$ cat src/rtl/stamp2time.sv
// Iterative Unix-timestamp to packed-BCD calendar converter.
// Free-running: latch counter, divide into days/seconds, walk years and months, then BCD-encode.
module stamp2time (
  input  logic        clk,
  input  logic        rst_n,
  input  logic [63:0] counter,
  output logic [15:0] year_bcd,
  output logic [7:0]  month_bcd,
  output logic [7:0]  day_bcd,
  output logic [7:0]  hour_bcd,
  output logic [7:0]  minute_bcd,
  output logic [7:0]  second_bcd
);

  localparam logic [63:0] MAX_STAMP = 64'd253402300799;
  localparam logic [17:0] SEC_DAY   = 18'd86400;

  typedef enum logic [2:0] {
    S_LOAD, S_DIVDAY, S_TOD, S_YEAR, S_MONTH, S_BCD, S_UPDATE
  } state_t;

  state_t state_q, state_d;

  logic [63:0]      num_q, num_d;
  logic [16:0]      rem_q, rem_d;
  logic [6:0]       step_q, step_d;
  logic [4:0]       hour_q, hour_d;
  logic [5:0]       min_q, min_d;
  logic [31:0]      day_q, day_d;
  logic [13:0]      year_q, year_d;
  logic [3:0]       mon_q, mon_d;
  logic [5:0][13:0] bin_q, bin_d;
  logic [15:0]      ybcd_q, ybcd_d;
  logic [4:0][7:0]  fbcd_q, fbcd_d;

  logic [15:0] year_o_q;
  logic [7:0]  month_o_q, day_o_q, hour_o_q, minute_o_q, second_o_q;

  function automatic logic is_leap(input logic [13:0] y);
    return (y[1:0] == 2'd0) && (((y % 14'd100) != 14'd0) || ((y % 14'd400) == 14'd0));
  endfunction

  function automatic logic [31:0] ylen(input logic [13:0] y);
    return is_leap(y) ? 32'd366 : 32'd365;
  endfunction

  function automatic logic [31:0] mlen(input logic [3:0] m, input logic leap);
    case (m)
      4'd2:                      mlen = leap ? 32'd29 : 32'd28;
      4'd4, 4'd6, 4'd9, 4'd11:   mlen = 32'd30;
      default:                   mlen = 32'd31;
    endcase
  endfunction

  function automatic logic [15:0] dd_adj16(input logic [15:0] b);
    logic [15:0] r;
    r = b;
    for (int i = 0; i < 4; i++)
      if (r[i*4 +: 4] >= 4'd5) r[i*4 +: 4] = r[i*4 +: 4] + 4'd3;
    return r;
  endfunction

  function automatic logic [7:0] dd_adj8(input logic [7:0] b);
    logic [7:0] r;
    r = b;
    for (int i = 0; i < 2; i++)
      if (r[i*4 +: 4] >= 4'd5) r[i*4 +: 4] = r[i*4 +: 4] + 4'd3;
    return r;
  endfunction

  always_ff @(posedge clk) begin
    if (rst_n) state_q <= S_LOAD;
    else       state_q <= state_d;
  end

  always_comb begin
    state_d = state_q;
    case (state_q)
      S_LOAD:   state_d = S_DIVDAY;
      S_DIVDAY: if (step_q == 7'd63) state_d = S_TOD;
      S_TOD:    if (step_q == 7'd10) state_d = S_YEAR;
      S_YEAR:   if (day_q < ylen(year_q)) state_d = S_MONTH;
      S_MONTH:  if (day_q < mlen(mon_q, is_leap(year_q))) state_d = S_BCD;
      S_BCD:    if (step_q == 7'd13) state_d = S_UPDATE;
      S_UPDATE: state_d = S_LOAD;
      default:  state_d = S_LOAD;
    endcase
  end

  always_comb begin
    logic [17:0] trial;
    logic [21:0] div;
    logic [2:0]  k;
    num_d  = num_q;
    rem_d  = rem_q;
    hour_d = hour_q;
    min_d  = min_q;
    day_d  = day_q;
    year_d = year_q;
    mon_d  = mon_q;
    bin_d  = bin_q;
    ybcd_d = ybcd_q;
    fbcd_d = fbcd_q;
    trial  = '0;
    div    = '0;
    k      = '0;
    step_d = (state_d != state_q) ? 7'd0 : step_q + 7'd1;
    case (state_q)
      S_LOAD: begin
        num_d  = (counter > MAX_STAMP) ? MAX_STAMP : counter;
        rem_d  = '0;
        hour_d = '0;
        min_d  = '0;
      end
      S_DIVDAY: begin
        trial = {rem_q, num_q[63]};
        if (trial >= SEC_DAY) begin
          rem_d = 17'(trial - SEC_DAY);
          num_d = {num_q[62:0], 1'b1};
        end else begin
          rem_d = trial[16:0];
          num_d = {num_q[62:0], 1'b0};
        end
      end
      S_TOD: begin
        // Hours take quotient bits 4..0 of /3600, then minutes take bits 5..0 of /60.
        day_d  = num_q[31:0];
        year_d = 14'd1970;
        mon_d  = 4'd1;
        if (step_q < 7'd5) begin
          k   = 3'd4 - step_q[2:0];
          div = 22'd3600 << k;
          if ({5'd0, rem_q} >= div) begin
            rem_d     = 17'({5'd0, rem_q} - div);
            hour_d[k] = 1'b1;
          end
        end else begin
          k   = 3'(4'd10 - step_q[3:0]);
          div = 22'd60 << k;
          if ({5'd0, rem_q} >= div) begin
            rem_d    = 17'({5'd0, rem_q} - div);
            min_d[k] = 1'b1;
          end
        end
      end
      S_YEAR: begin
        if (day_q >= ylen(year_q)) begin
          day_d  = day_q - ylen(year_q);
          year_d = year_q + 14'd1;
        end
      end
      S_MONTH: begin
        if (day_q >= mlen(mon_q, is_leap(year_q))) begin
          day_d = day_q - mlen(mon_q, is_leap(year_q));
          mon_d = mon_q + 4'd1;
        end else begin
          bin_d[0] = year_q;
          bin_d[1] = {10'd0, mon_q};
          bin_d[2] = {9'd0, day_q[4:0] + 5'd1};
          bin_d[3] = {9'd0, hour_q};
          bin_d[4] = {8'd0, min_q};
          bin_d[5] = {8'd0, rem_q[5:0]};
          ybcd_d   = '0;
          fbcd_d   = '0;
        end
      end
      S_BCD: begin
        {ybcd_d, bin_d[0]} = {dd_adj16(ybcd_q), bin_q[0]} << 1;
        for (int i = 0; i < 5; i++)
          {fbcd_d[i], bin_d[i+1]} = {dd_adj8(fbcd_q[i]), bin_q[i+1]} << 1;
      end
      default: ;
    endcase
  end

  always_ff @(posedge clk) begin
    num_q  <= num_d;
    rem_q  <= rem_d;
    step_q <= step_d;
    hour_q <= hour_d;
    min_q  <= min_d;
    day_q  <= day_d;
    year_q <= year_d;
    mon_q  <= mon_d;
    bin_q  <= bin_d;
    ybcd_q <= ybcd_d;
    fbcd_q <= fbcd_d;
  end

  // All six fields commit together so a half-updated date is never visible.
  always_ff @(posedge clk) begin
    if (rst_n) begin
      year_o_q   <= 16'h1970;
      month_o_q  <= 8'h01;
      day_o_q    <= 8'h01;
      hour_o_q   <= 8'h00;
      minute_o_q <= 8'h00;
      second_o_q <= 8'h00;
    end else if (state_q == S_UPDATE) begin
      year_o_q   <= ybcd_q;
      month_o_q  <= fbcd_q[0];
      day_o_q    <= fbcd_q[1];
      hour_o_q   <= fbcd_q[2];
      minute_o_q <= fbcd_q[3];
      second_o_q <= fbcd_q[4];
    end
  end

  assign year_bcd   = year_o_q;
  assign month_bcd  = month_o_q;
  assign day_bcd    = day_o_q;
  assign hour_bcd   = hour_o_q;
  assign minute_bcd = minute_o_q;
  assign second_bcd = second_o_q;

endmodule

$ cat config.mk
export PLATFORM = sky130hd
export DESIGN_NAME = stamp2time
export DESIGN_NICKNAME = d
export VERILOG_FILES = /design/src/rtl/stamp2time.sv
export SDC_FILE = /design/constraint.sdc
export NUM_CORES = 1
export LEC_CHECK = 0
export BUFFER_PORTS_ARGS = -buffer_cell sky130_fd_sc_hd__clkbuf_2
export CAP_MARGIN = 10
export CORE_ASPECT_RATIO = 0.6
export CORE_UTILIZATION = 55
export CTS_CLUSTER_DIAMETER = 100
export CTS_CLUSTER_SIZE = 40
export DETAILED_ROUTE_END_ITERATION = 8
export GPL_ROUTABILITY_DRIVEN = 1
export PLACE_DENSITY = 0.86
export SETUP_SLACK_MARGIN = 0.15
export SYNTH_ARGS = -nofsm -noshare
export SYNTH_HDL_FRONTEND = slang
export SYNTH_SLANG_ARGS = --single-unit
export TNS_END_PERCENT = 100
$ cat constraint.sdc
create_clock -name clk -period 9 [get_ports clk]
set_input_delay 0.9 -clock clk [delete_from_list [all_inputs] [get_ports clk]]
set_output_delay 0.9 -clock clk [all_outputs]
set_load 0.02 [all_outputs]
==> results of run 1 <==
## cells by family (layout without fill, tap and decap cells)
| family | count (synthesis) | in the layout | share of synthesized area (%) |
|---|---|---|---|
| buffers and inverters | 191 | 248 | 3.941 |
| AND/OR/NAND/NOR | 795 | 795 | 19.15 |
| adder cells (fa/ha/maj) | 96 | 96 | 6.179 |
| flip-flops | 348 | 348 | 49.74 |
| XOR/XNOR | 63 | 63 | 2.803 |
| AO/OA/AOI/OAI | 489 | 489 | 17.38 |
| multiplexers | 15 | 15 | 0.8074 |
## synth_stat cells, drive strengths merged (7+ instances only)
library cell,count
nand2,309
edfxtp,282
nor2,161
a21oi,154
clkbuf,94
ha,94
and3,91
o21ai,79
inv,70
dfxtp,66
nor3,46
xnor2,44
nand3,40
nand2b,33
a22o,26
o22a,26
a221o,25
buf,23
and2,21
nor4,19
o22ai,19
xor2,19
o211ai,18
o21a,17
or3,16
o221ai,13
nand4,12
nor2b,12
a211oi,11
a22oi,11
o31ai,11
a21boi,10
mux2i,8
nor3b,8
or2,8
a31oi,7
mux2,7
o32ai,7
## state kept, by name, summed over array words and instances, names as in the netlist
| name | cells |
|---|---|
| hour_bcd | 8 |
| num_q | 64 |
| day_q | 32 |
| bin_q | 84 |
| year_q | 14 |
| min_q | 6 |
| second_bcd | 8 |
| mon_q | 4 |
| minute_bcd | 8 |
| fbcd_q | 40 |
| rem_q | 17 |
| hour_q | 5 |
| day_bcd | 8 |
| step_q | 7 |
| month_bcd | 8 |
| year_bcd | 16 |
| state_q | 3 |
| ybcd_q | 16 |
## power by group through the flow
stage               logic [mW]  registers [mW]  clock network (mW)
floorplan                0.107            1.77                   0
global placement         0.148            1.77                   0
detailed placement       0.157            1.77                   0
CTS                      0.158            1.74               0.819
global route             0.178            1.74               0.871
finish                   0.160            1.74               0.806
## critical path: cells and delay by family (launching register included)
family          cells  cell delay, ps
simple gates       10            1730
flops               1             600
xor+xnor            1             160
fa+ha+maj           2             620
compound gates     16            4170
buf+inv             4             770
## per-layer routing
metal | GRT usage, % | routed length (um)
met2 | 38.64 | 20760
met3 | 2.887 | 3304
met5 | 0 | 0
met1 | 37.13 | 21650
met4 | 3.540 | 444
## per-stage QoR
| stage | std cells | hold WS [ps] | utilization, % | total power [mW] | cell area (um^2) |
|---|---|---|---|---|---|
| 2_1_floorplan | 1997 | 476.4 | - | 1.876 | 19680 |
| 3_3_place_gp | 2491 | 441.3 | 58.72 | 1.921 | 20640 |
| 3_5_place_dp | 2491 | 445.8 | 58.72 | 1.930 | 20640 |
| 4_1_cts | 2513 | 465.6 | 59.89 | 2.713 | 21050 |
| 5_1_grt | 2521 | 480.5 | 60.22 | 2.788 | 21170 |
| 6_report | 2521 | 465.3 | 60.22 | 2.703 | 21170 |
## how the worst max path moves through the flow
| stage | startpoint | to | slack (ps) | cells after the start |
|---|---|---|---|---|
| 2_1_floorplan | year_q[12] | day_q[0] | 560 | 35 |
| 3_3_place_gp | year_q[12] | day_q[21] | 830 | 32 |
| 3_5_place_dp | year_q[12] | day_q[18] | 570 | 32 |
| 4_1_cts | year_q[12] | day_q[17] | 480 | 32 |
| 5_1_grt | year_q[11] | day_q[15] | 120 | 33 |
| 6_report | year_q[11] | day_q[15] | 620 | 33 |
## layout make-up
type / count / area, um^2
clock buffers: 18 / 344.1
clock inverters: 4 / 67.56
fillers: 2866 / 13980
inverters: 74 / 277.8
multi-input cells: 1458 / 9184
flip-flops and latches: 348 / 9791
well taps: 467 / 584.3
repair buffers: 152 / 917.1
## what timing repair did
item / in CTS / in global routing
gates resized for setup: 0 / 7
endpoints found under the setup margin: 0 / 156
buffers inserted: 0 / 7
==> results.sh, run 1 <==
export IMPL_final_setup_worst_slack_ps=618.9
export IMPL_ant_nets=0
export IMPL_first_global_vias=14385
export IMPL_crit_slowest_cell="edfxtp_1"
export IMPL_via_per_inst=6.194
export IMPL_die_area_um2=36570
export IMPL_cts_path_max_buffers=3
export IMPL_dr_pass1_iters=6
export IMPL_syn_area_um2=19680
export IMPL_fmax_mhz=119.3
export IMPL_place_hpwl_um=31490
export IMPL_nNetsFinal=2209
export IMPL_worstSetupEndpointType="register"
export IMPL_n_antenna_cell=0
export IMPL_switching_share_pct=22.86
export IMPL_die_width_um=246.2
export IMPL_fin_setup_tns_ps=0
export IMPL_clkTransAtPathRegs_ps=150
export IMPL_r2r_end="day_q[15]"
export IMPL_start_util_pct=56.00
export IMPL_clock_sinks=348
export IMPL_layout_min_cycle_time_ps=8381
export IMPL_ctsHtreeMaxLevel=1
export IMPL_holdPathStages=2
export IMPL_root_buffer="clkbuf_16"
export IMPL_rsz0062_at_grt="false"
export IMPL_start_kind="register"
export IMPL_r2r_slack_ps=620
export IMPL_worstSkewPairLatency_ps=550
export IMPL_coreArea_um2=35150
export IMPL_async_reset_ff_share_pct=0
export IMPL_wl_um=46160
export IMPL_syn_avg_cell_area_um2=9.856
export IMPL_ys_warn_count=0
export IMPL_ys_seq_area_share_pct=49.74
export IMPL_critPathKind="register to register"
export IMPL_grt_ovfl_total=0
export IMPL_io_buffers=121
export IMPL_hold_path_class="register to register"
export IMPL_r2r_start="year_q[11]"
export IMPL_r2r_cells=33
export IMPL_cp_data_required_time_ps=9270
export IMPL_grt_first_pass_wirelength_um=73440
export IMPL_yosysTopAreaCell="edfxtp_1"
export IMPL_grt_usage_pct=24.54
export IMPL_finalCritPeriodShare_pct=93.12
export IMPL_drive_gt1_share_pct=11.10
export IMPL_vias=15615
export IMPL_netlist_instances=1997
export IMPL_io_pins=122
export IMPL_report_final_slew_viol_count=0
export IMPL_drv_cap=0
export IMPL_remaining_drc_errors=0
export IMPL_cp_max_fo=32
export IMPL_die_height_um=148.5
export IMPL_synth_cell_types=99
export IMPL_hold_start="minute_bcd[6]"
export IMPL_crit_top_cell="and3_1"
export IMPL_power_share_combinational_pct=5.9
export IMPL_final_common_cell="nand2_1"
export IMPL_synthTopCellsByArea="edfxtp_1 (43%), dfxtp_1 (6.7%), ha_1 (6.0%)"
export IMPL_netlist_area_leader_share_pct=43.02
export IMPL_wire_per_inst_um=18.31
export IMPL_slew_limit_headroom_pct=21.16
export IMPL_post_place_ws_ps=570.6
export IMPL_pwr_share_clk_pct=29.8
export IMPL_synth_edff_count=282
export IMPL_switchingPower_mw=0.6179
export IMPL_cp_data_arrival_time_ps=8660
export IMPL_internal_power_mw=2.085
export IMPL_cts_hold_buf=0
export IMPL_initialDrtViolationCount=1592
export IMPL_grt_start_max_net_pins=95
export IMPL_synth_nets=2159
export IMPL_placementRows=53
export IMPL_status="complete, no violations"
export IMPL_p_seq_share_pct=64.3
export IMPL_hold_viol=0
export IMPL_peakVddDrop_v=0.0001333
export IMPL_cts_buffers=13
export IMPL_ys_ff_latch=348
export IMPL_min_to="minute_bcd[6]"
export IMPL_leakagePower_nw=8.057
export IMPL_setup_violations=0
export IMPL_most_common_layout_cells="nand2_1 (307), edfxtp_1 (282), nor2_1 (155)"
export IMPL_grt_antenna_before_repair=0
export IMPL_area_delta_synth_final_pct=7.533
export IMPL_finClkSkew_ps=40.49
export IMPL_power_density_nw_per_um2=127.7
export IMPL_place_gp_congestion=0.9231
export IMPL_ys_flop_type="edfxtp_1"
export IMPL_tightest_slew_ps=1183
export IMPL_cts_tree="built"
export IMPL_slowest_delay_ps=600
Note: power is estimated with default switching activity, not from simulation.
==> run 2: changes to the inputs <==
BUFFER_PORTS_ARGS = not set   (was -buffer_cell sky130_fd_sc_hd__clkbuf_2)
DONT_BUFFER_PORTS = 1   (was not set)
PLACE_DENSITY = 0.83   (was 0.86)
==> results.sh, run 2 (same netlist as run 1, synthesis figures left out) <==
export IMPL_instances_no_fill=2396
export IMPL_report_final_slew_viol_count=0
export IMPL_cts_buffers=12
export IMPL_cts_tree="built"
export IMPL_reg_top3="bin_q: 84 flops, num_q: 64 flops, fbcd_q: 40 flops"
export IMPL_die_height_um=148.5
export IMPL_crit_slowest_cell="edfxtp_1"
export IMPL_start_kind="register"
export IMPL_start_util_pct=56.00
export IMPL_finalCritPeriodShare_pct=91.49
export IMPL_switching_share_pct=21.57
export IMPL_drv_cap=0
export IMPL_p_seq_share_pct=66.1
export IMPL_largest_reg_flops=84
export IMPL_most_common_layout_cells="nand2_1 (307), edfxtp_1 (282), nor2_1 (155)"
export IMPL_clock_sinks=348
export IMPL_die_area_um2=36570
export IMPL_nNetsFinal=2085
export IMPL_wire_per_inst_um=18.69
export IMPL_grt_ovfl_total=0
export IMPL_io_pins=122
export IMPL_ant_nets=0
export IMPL_remaining_drc_errors=0
export IMPL_cp_max_fo=66
export IMPL_r2r_cells=28
export IMPL_cp_data_arrival_time_ps=8420
export IMPL_root_buffer="clkbuf_16"
export IMPL_leakagePower_nw=7.501
export IMPL_switchingPower_mw=0.5673
export IMPL_dr_pass1_iters=6
export IMPL_pwr_share_clk_pct=28.7
export IMPL_met1_usage_pct=35.55
export IMPL_n_antenna_cell=0
export IMPL_setup_violations=0
export IMPL_place_gp_congestion=0.9234
export IMPL_clkTransAtPathRegs_ps=150
export IMPL_rsz0062_at_grt="false"
export IMPL_fmax_mhz=121.4
export IMPL_grt_first_pass_wirelength_um=71410
export IMPL_hold_ws_ps=411.7
export IMPL_slew_limit_headroom_pct=23.97
export IMPL_grt_usage_pct=23.83
export IMPL_via_per_inst=6.272
export IMPL_hold_viol=0
export IMPL_met2_usage_pct=36.18
export IMPL_largest_register="bin_q"
export IMPL_finClkSkew_ps=32.67
export IMPL_internal_power_mw=2.062
export IMPL_grt_antenna_before_repair=0
export IMPL_critPathKind="register to register"
export IMPL_cts_path_max_buffers=3
export IMPL_initialDrtViolationCount=1367
export IMPL_busiest_layer="met2"
export IMPL_worstSetupEndpointType="register"
export IMPL_power_share_combinational_pct=5.2
export IMPL_ctsHtreeMaxLevel=1
export IMPL_final_common_cell="nand2_1"
export IMPL_holdPathStages=1
export IMPL_grt_use_met3_pct=5.052
export IMPL_grt_start_max_net_pins=93
export IMPL_ff_latch_area_um2=9791
export IMPL_cp_data_required_time_ps=9190
export IMPL_io_buffers=0
export IMPL_placementRows=53
export IMPL_hold_path_class="input pin to register"
export IMPL_worstSkewPairLatency_ps=530
export IMPL_tightest_slew_ps=1141
export IMPL_first_global_vias=13932
export IMPL_slowest_delay_ps=630
export IMPL_vias=15028
export IMPL_area_delta_synth_final_pct=3.859
export IMPL_power_density_nw_per_um2=128.6
export IMPL_cts_hold_buf=0
export IMPL_peakVddDrop_v=0.0001516
export IMPL_drive_gt1_share_pct=5.236
export IMPL_dp_cells=2368
export IMPL_status="complete, no violations"
export IMPL_die_width_um=246.2
export IMPL_fillers=2856
export IMPL_fin_setup_tns_ps=0
export IMPL_multi_input_area_um2=9165
export IMPL_coreArea_um2=35150
export IMPL_place_hpwl_um=30620
export IMPL_crit_top_cell="and3_1"
export IMPL_layout_min_cycle_time_ps=8234
export IMPL_wl_um=44790
[run 2: changes by cell type in the layout (fill, tap and decap cells not counted), sizes merged]
cell    previous run  this run
inv               72        70
clkinv             6         5
clkbuf           141        21
buf               29        27
[run 2: metrics by stage]
stage | utilization (%) | instance area [um^2] | setup WS (ps) | total power, mW
2_1_floorplan | - | 19680 | 560.5 | 1.876
3_3_place_gp | 56.88 | 19990 | 826.4 | 1.900
3_5_place_dp | 56.88 | 19990 | 512.8 | 1.906
4_1_cts | 57.92 | 20360 | 484.1 | 2.644
5_1_grt | 58.16 | 20440 | 152.7 | 2.713
6_report | 58.16 | 20440 | 765.9 | 2.629
[run 2: critical path: cells and delay by family (launching register included)]
family,cells,cell delay [ps]
compound gates,13,3370
simple gates,10,2530
buf+inv,2,640
flops,1,630
fa+ha+maj,2,440
xor+xnor,1,220
[run 2: area by class of cell]
| type | count | share of cell area (%) |
|---|---|---|
| flip-flops and latches | 348 | 47.89 |
| repair buffers | 29 | 1.267 |
| clock buffers | 19 | 1.708 |
| multi-input cells | 1458 | 44.83 |
| well taps | 467 | 2.858 |
| clock inverters | 1 | 0.07957 |
| inverters | 74 | 1.359 |
[run 2: final timing paths]
check | slack (ps) | endpoint | start
min | 410 | hour_bcd[1] | rst_n
max | 770 | ybcd_q[11] | year_q[10]
max reg2reg | 770 | ybcd_q[11] | year_q[10]
min reg2reg | 520 | bin_q[17] | bin_q[16]
[run 2: repair_timing]
| action | 4_1_cts | 5_1_grt |
|---|---|---|
| gates resized for setup | 0 | 2 |
| setup buffers | 0 | 8 |
| setup endpoints to repair | 0 | 175 |
| endpoints found under the hold margin | 0 | 0 |
[run 2: power groups by stage]
stage	sequential, mW	combinational (mW)	clock, mW
after floorplan	1.77	0.107	0
after global placement	1.77	0.126	0
after detailed placement	1.77	0.132	0
after CTS	1.74	0.134	0.772
after global routing	1.74	0.153	0.820
final	1.74	0.136	0.755
[run 2: per-layer routing]
| metal | part of all wire [%] | wire, um |
|---|---|---|
| met1 | 47 | 20840 |
| met2 | 44 | 19630 |
| met3 | 8.6 | 3849 |
| met4 | 1.1 | 473 |
| met5 | 0 | 0 |
